### src/rtl/mem_burst_master.sv
// mem_burst_master: turns one client request into a single or burst read/write on the mainMem port.
module mem_burst_master #(
    parameter int ADDR_W = 32,
    parameter int DATA_W = 32,
    parameter int READ_LATENCY = 2
) (
    input  logic              clock,
    input  logic              reset_n,
    input  logic              req_valid,
    output logic              req_ready,
    input  logic              req_write,
    input  logic [ADDR_W-1:0] req_addr,
    input  logic [1:0]        req_size,
    input  logic [DATA_W-1:0] wr_data,
    output logic              wr_pop,
    output logic [DATA_W-1:0] rd_data,
    output logic              rd_valid,
    output logic              done,
    output logic              error,
    output logic [ADDR_W-1:0] mem_addr,
    output logic [DATA_W-1:0] mem_data_in,
    input  logic [DATA_W-1:0] mem_data_out,
    output logic [1:0]        mem_acc_size,
    output logic              mem_wren,
    output logic              mem_enable,
    input  logic              mem_busy
);
    localparam int LW = READ_LATENCY > 2 ? $clog2(READ_LATENCY) : 1;
    localparam logic [LW-1:0] LAT_END = LW'(READ_LATENCY > 1 ? READ_LATENCY - 2 : 0);

    typedef enum logic [2:0] {IDLE, WRITE, RD_WAIT, READ, FIN} state_t;

    state_t          state, state_nx;
    logic [4:0]      beat, last;
    logic [LW-1:0]   lat;
    logic            pend, accept, beat_go;

    always_comb begin
        last       = mem_acc_size == 2'd0 ? 5'd0 : mem_acc_size == 2'd1 ? 5'd3 :
                     mem_acc_size == 2'd2 ? 5'd7 : 5'd15;
        accept     = state == IDLE && req_valid && req_addr[1:0] == 2'b00;
        beat_go    = state == WRITE && !mem_busy;
        req_ready  = state == IDLE;
        wr_pop     = reset_n && ((accept && req_write) || (beat_go && beat != last));
        mem_enable = state == WRITE || state == RD_WAIT || state == READ;
        mem_wren   = state == WRITE;
        done       = state == FIN;
        state_nx   = state;
        case (state)
            IDLE:    state_nx = accept ? (req_write ? WRITE : RD_WAIT) : IDLE;
            WRITE:   state_nx = beat_go && beat == last ? FIN : WRITE;
            // pend marks the read command not yet taken by the memory
            RD_WAIT: state_nx = (pend ? !mem_busy && READ_LATENCY == 1 : lat == LAT_END) ? READ : RD_WAIT;
            READ:    state_nx = beat == last ? FIN : READ;
            default: state_nx = IDLE;
        endcase
    end

    always_ff @(posedge clock or negedge reset_n) begin
        if (!reset_n) begin
            state        <= IDLE;
            beat         <= '0;
            lat          <= '0;
            pend         <= 1'b0;
            mem_addr     <= '0;
            mem_acc_size <= '0;
            mem_data_in  <= '0;
            rd_data      <= '0;
            rd_valid     <= 1'b0;
            error        <= 1'b0;
        end else begin
            state    <= state_nx;
            error    <= state == IDLE && req_valid && req_addr[1:0] != 2'b00;
            rd_valid <= state == READ;
            if (state == READ) rd_data <= mem_data_out;
            if (accept) begin
                mem_addr     <= req_addr;
                mem_acc_size <= req_size;
                beat         <= '0;
                lat          <= '0;
                pend         <= 1'b1;
            end
            if (wr_pop) mem_data_in <= wr_data;
            if ((beat_go && beat != last) || state == READ) beat <= beat + 5'd1;
            if (state == RD_WAIT) begin
                if (pend) pend <= mem_busy;
                else lat <= lat + 1'b1;
            end
        end
    end
endmodule

### config.mk
export PLATFORM = sky130hd
export DESIGN_NAME = mem_burst_master
export DESIGN_NICKNAME = d
export VERILOG_FILES = /design/src/rtl/mem_burst_master.sv
export SDC_FILE = /design/constraint.sdc
export NUM_CORES = 1
export LEC_CHECK = 0
export ABC_AREA = 1
export CELL_PAD_IN_SITES_DETAIL_PLACEMENT = 2
export CELL_PAD_IN_SITES_GLOBAL_PLACEMENT = 2
export CORE_ASPECT_RATIO = 1.2
export CORE_MARGIN = 2
export CORE_UTILIZATION = 20
export CTS_BUF_LIST = sky130_fd_sc_hd__clkbuf_8 sky130_fd_sc_hd__clkbuf_16
export DETAILED_ROUTE_END_ITERATION = 8
export GPL_TIMING_DRIVEN = 0
export PLACE_DENSITY_LB_ADDON = 0.12
export SYNTH_ARGS = -nofsm -noshare
export SYNTH_HDL_FRONTEND = slang
export SYNTH_SLANG_ARGS = --single-unit
export TNS_END_PERCENT = 50
### constraint.sdc
create_clock -name clock -period 1.6 [get_ports clock]
set_input_delay 0.32 -clock clock [delete_from_list [all_inputs] [get_ports clock]]
set_output_delay 0.32 -clock clock [all_outputs]
set_load 0.02 [all_outputs]
Word level (Yosys, flattened, before mapping)

Index checks and enable logic that the tools add are counted.

Add/sub/neg operators: 2
Eq/ne operators: 8
Muxes and demuxes: 18
Bitwise logic cells: 1
Reductions and logical operators: 18

Operators with widths:

| kind                  | number |
|---|---|
| $mux W4               | 3 |
| $pmux W3 S4           | 1 |
| $mux W5               | 2 |
| $logic_and A1 B1 Y1   | 8 |
| $mux W1               | 8 |
| $eq A3 B2 Y1 const B  | 2 |
| $mux W3               | 2 |
| $add A5 B1 Y5 const B | 1 |
| $eq A5 B4 Y1          | 1 |
| $ne A5 B4 Y1          | 1 |
| $logic_not A2 Y1      | 2 |
| $logic_or A1 B1 Y1    | 4 |
| $mux W2               | 2 |
| $reduce_bool A2 Y1    | 2 |
| $eq A3 B1 Y1 const B  | 1 |
| $eq A3 B3 Y1 const B  | 1 |
| $logic_not A3 Y1      | 1 |
| $eq A2 B1 Y1 const B  | 1 |
| $eq A2 B2 Y1 const B  | 1 |
| $add A1 B1 Y1 const B | 1 |
| $logic_not A1 Y1      | 1 |
| $not A1 Y1            | 1 |

Bits in registers: 110
Output and inout port bits: 105
Word-level logic and storage cells: 57
Input bits: 103

Longest topological paths before layout

Depth after elaboration: 8
Depth in mapped cells: 11
Depth with buffers taken out: 10

Worst setup path after synthesis

Ideal clock, no wire load.

Path kind: reg2out
From: register state[1]
To: output wr_pop
Cell stages (with the launch flop): 9
Path buffers: 1
Required time: 1.280 ns
Arrival: 1.549 ns
Path slack: -0.269 ns
Cell sequence: dfrtp_1 > nor3_4 > nand3_2 > inv_2 > nand2_2 > nand2_4 > nand2_4 > buf_6 > inv_1

Word-level cells in the longest chain between the ends: 6
Elaborated cells on any way between the ends: 9
Those cells by class: 1 x eq/ne; 8 x reduce/logical

Ends and longest elaborated chain:

| item                             | line | source |
|---|---|---|
| start: declaration               | 33   | `state_t state, state_nx;` |
| start signal: assignment         | 72   | `state <= state_nx;` |
| $logic_not A3 Y1                 | -    |  |
| via req_ready                    | 10   | `output logic req_ready,` |
| $logic_and A1 B1 Y1 (2 in a row) | 41   | `accept = state == IDLE && req_valid && req_addr[1:0] == 2'b00;` |
| $logic_and A1 B1 Y1              | 44   | `wr_pop = reset_n && ((accept && req_write) \|\| (beat_go && beat != last));` |
| $logic_or A1 B1 Y1               | 44   |  |
| $logic_and A1 B1 Y1              | 44   |  |
| end: declaration                 | 15   | `output logic wr_pop,` |

The timed path passes the listed nets, and every way through them passes these cells.

Worst setup path after layout

From: register state[1]
To: output wr_pop

Word-level cells in the longest chain between the ends: 6
Elaborated cells on any way between the ends: 9
Those cells by class: 1 x eq/ne; 8 x reduce/logical

Ends and longest elaborated chain:

| item                             | line |
|---|---|
| $logic_not A3 Y1                 | 41 |
| $logic_and A1 B1 Y1 (2 in a row) | 41 |
| $logic_and A1 B1 Y1              | 44 |
| $logic_or A1 B1 Y1 *             | 44 |
| $logic_and A1 B1 Y1 *            | 44 |

Every way passes the cells marked *; elsewhere a longest branch is shown, timed or not.

==> Flow_metrics.wiki <==
{| class="wikitable"
! Metric !! Value
|-
| Synth Flop Type || dfrtp_1
|-
| Crit Path Category || register to primary output
|-
| Die H || between 150 and 200 µm
|-
| Reg-to-reg setup timing slack || -0.13 ns
|-
| Ys Warns || 0
|-
| Required time worst endpoint || 1.28 ns
|-
| Tot GR Track Use || approximately 14%
|-
| Area share of the largest cell type after synthesis || 62.2%
|-
| Setup-failing EPs final || 35
|-
| Via count || 4329
|-
| Chip Width || 140 µm
|-
| Number of design rule violations left after detail routing || 0
|-
| Largest voltage drop on the vdd net || 0.000571 V
|-
| First-pass GRT wire length || 26.5 mm
|-
| Global-route met3 utilization || 3.28%
|-
| Antenna diode instance count || 0
|-
| Peak per-stage delay on the critical path || roughly 0.44 ns
|-
| Via density || 4.21
|-
| Number of enable flip-flop cells after synthesis || 0
|-
| Ranking of synthesized cells by instance count || 278 x nand2_1, 110 x dfrtp_1, 37 x nand3_1
|-
| Crit path max fanout || 4
|-
| Number of routed nets with antenna violations || 0
|-
| Number of violations of the max-capacitance limit || 0
|-
| Routability congestion estimate || 0.719
|-
| Arrival time of the worst setup path || 1.75 ns
|-
| Mapped Area || 4420 µm²
|-
| Standard-cell row count || 59
|-
| Bufs on Longest Clock Path || 2
|-
| Violations in the final reports || negative hold slack, negative setup slack
|-
| Worst min-delay path category || primary input to asynchronous set/reset pin
|-
| Max Clock Skew || 0.0136 ns
|-
| Worst Slack Setup Final || -0.465 ns
|-
| Min Tclk post-route || 2.07 ns
|-
| CTS Sinks || 110
|-
| Fraction of the yosys area taken by sequential cells || 62.2%
|-
| Post-placement cell area || 6880 µm²
|-
| Slew at the pin with the worst max-slew slack || 0.575 ns
|-
| Met1 demand-to-capacity share in global routing || 16.0%
|-
| Cell with the most instances after synthesis || nand2_1
|-
| Met2 Use GR || 26.0%
|-
| Clock latency on the worst-skew pair || 0.36 ns
|-
| Global route total overflow || 0
|-
| Number of global-route vias before repair || 4895
|-
| Crit start category || register
|-
| Share of cells above drive strength 1 || roughly 16%
|-
| HPWL reported at the end of detailed placement || 11.6 mm
|-
| Crit-path most repeated cell || nand2_4
|-
| Worst slew margin || 61.7%
|-
| Number of buffers added by the clock tree synthesis step || 9
|-
| Fmax || 484 MHz
|-
| GRT busiest layer || met2
|-
| Maximum number of pins on one net before global-route repair || 49
|-
| CTS tree || yes
|-
| Post-Syn Instances || 504
|-
| Signed area change from the synthesized netlist to the final layout || 71.0%
|-
| Count of input and output buffers || about 210
|-
| Series of cell instances along the critical path || nor3_4 > nand3_2 > inv_4 > nand2_4 > nand2_4 > nand2_4 > buf_8 > inv_6 > buf_6
|-
| Fraction of registers with async set/reset || 100%
|-
| Unrepaired setup endpoints after global routing || true
|-
| Critical Path Sink Type || primary output
|-
| Share of the clock period used by the worst path after layout || 129%
|-
| Final layout net count || 854
|-
| Final wirelength || about 17 mm
|-
| Cell type with the largest total area after synthesis || dfrtp_1
|-
| Synthesized area per cell || 8.78 µm²
|-
| Fill count || approximately 2400
|-
| Status || complete, but fails checks
|-
| Reg clk slew, reported paths || 0.08 ns
|-
| IO Count || 208
|-
| WL per Instance || 16.2 µm
|-
| Final count of hold timing violations || 46
|-
| Smallest hold slack || -0.151 ns
|-
| Root Buffer || clkbuf_16
|-
| Unique masters post-synth || 25
|-
| Initial DRT Pass Iterations || 4
|-
| Iteration-0 DRC count of the detailed router || 71
|-
| Synthesized net count || 608
|-
| Total negative slack || -2.98 ns
|-
| Final count of pins violating max slew || 0
|-
| Leakage dissipation || 3.94 nW
|-
| Seq cells post-synth || between 100 and 150
|-
| Non-Filler Cell Area, Final || 7570 µm²
|-
| Starting density of the core || about a fifth
|-
| Cells taking the most area after synthesis || dfrtp_1 62%, nand2_1 24%, nand3_1 4.2%
|-
| Cell with the largest stage delay on the worst path || dfrtp_2
|-
| Pwr Density || between 1500 and 2000 nW/µm²
|-
| Buffers and inverters on the worst path || 4
|-
| Standard cell core area || 21700 µm²
|-
| Clock H-tree levels || 3
|-
| Cell type group with the largest total delay on the critical path || simple AND/OR/NAND/NOR gates
|-
| Die Outline Area || 23300 µm²
|-
| Initial antenna violation count || 0
|}
==> registers in the layout, summed over array words and instances (netlist names) <==
signal        count
beat              5
rd_valid          1
mem_data_in      32
error             1
mem_addr         32
rd_data          32
lat               1
mem_acc_size      2
pend              1
state             3
==> layer usage <==
metal / share of wire, % / vias to the layer above
met5: 0 / -
met4: 1.4 / 0
met3: 5.3 / 13
met2: 54 / 110
met1: 39 / 2154
li1: - / 2052
==> layout make-up <==
cell class / instances / area [µm²] / area share, %
inverters: 16 / 67.6 / 0.893
well taps: 274 / 343 / 4.53
flip-flops and latches: 110 / 2760 / 36.5
plain buffers: 24 / 199 / 2.63
clock buffers: 10 / 239 / 3.16
multi-input cells: 354 / 1620 / 21.4
repair buffers: 235 / 2290 / 30.3
clock inverters: 6 / 43.8 / 0.579
==> final timing paths <==
| check | startpoint | endpoint | cells after the start |
|---|---|---|---|
| worst max-delay path | state[1] | wr_pop | 9 |
| worst min-delay path | reset_n | mem_addr[2] | 1 |
| worst max register to register | mem_acc_size[1] | mem_data_in[22] | 12 |
| worst min register to register | rd_data[11] | rd_data[11] | 2 |
| max in group asynchronous | reset_n | state[1] | 2 |
| min in group clock | rd_data[11] | rd_data[11] | 2 |
==> placed cells by master (no fill, tap or decap), types with 6 or more instances in the layout <==
cell type and n:
clkdlybuf4s50_1 101, nand3_2 11, nand2_2 11, nor2_1 10
dlygate4sd2_1 101, dfrtp_1 105, nand2_4 6, clkbuf_16 13
nand4_1 7, nand2_1 264, nand3_1 26, inv_1 9
buf_4 22, buf_6 8, buf_8 6
==> cells by family after synthesis <==
group	count (synthesis)	synth area share (%)
fa+ha+maj	1	0.283
compound gates	6	0.764
buf+inv	40	4.38
flops	110	62.2
xor+xnor	2	0.396
simple gates	345	32.0
==> power breakdown <==
group | switching [W] | leakage, nW | total [W] | internal, W
Sequential | 0.000748 | 1.37 | 0.00483 | 0.00408
Combinational | 0.00402 | 2.43 | 0.00681 | 0.00279
Clock | 0.00112 | 0.140 | 0.00223 | 0.00111
==> per-stage QoR <==
| stage | std cells | power (W) | util, % | setup slack [ns] | hold slack [ns] |
|---|---|---|---|---|---|
| floorplan | 504 | 0.00817 | - | -0.165 | 0.0244 |
| global placement | 985 | 0.0116 | 31.6 | -5.06 | 0.454 |
| detailed placement | 986 | 0.0119 | 31.7 | -1.17 | 0.296 |
| CTS | 1017 | 0.0136 | 33.3 | -0.503 | -0.137 |
| global route | 1029 | 0.0150 | 34.9 | -0.574 | -0.128 |
| finish | 1029 | 0.0139 | 34.9 | -0.465 | -0.151 |
==> what timing repair did <==
| action | 4_1_cts | 5_1_grt |
|---|---|---|
| endpoints found under the hold margin | 46 | 46 |
| setup endpoints to repair | 183 | 92 |
| pin swaps | 7 | 18 |
| gates cloned | 1 | 4 |
| resized for setup | 149 | 57 |
| setup buffers | 14 | 9 |
==> worst register-to-register path: stages, from the launching register on <==
cell and delay, ns:
dfrtp_2 0.43, inv_2 0.06, nand2_2 0.06, nand2_2 0.06, nor2_2 0.11, nand3_2 0.14
nand2_4 0.11, nand2_4 0.07, buf_4 0.15, buf_12 0.14, clkbuf_16 0.15, nand3_1 0.08
nand2_1 0.07
Note: power is estimated with default switching activity, not from simulation.
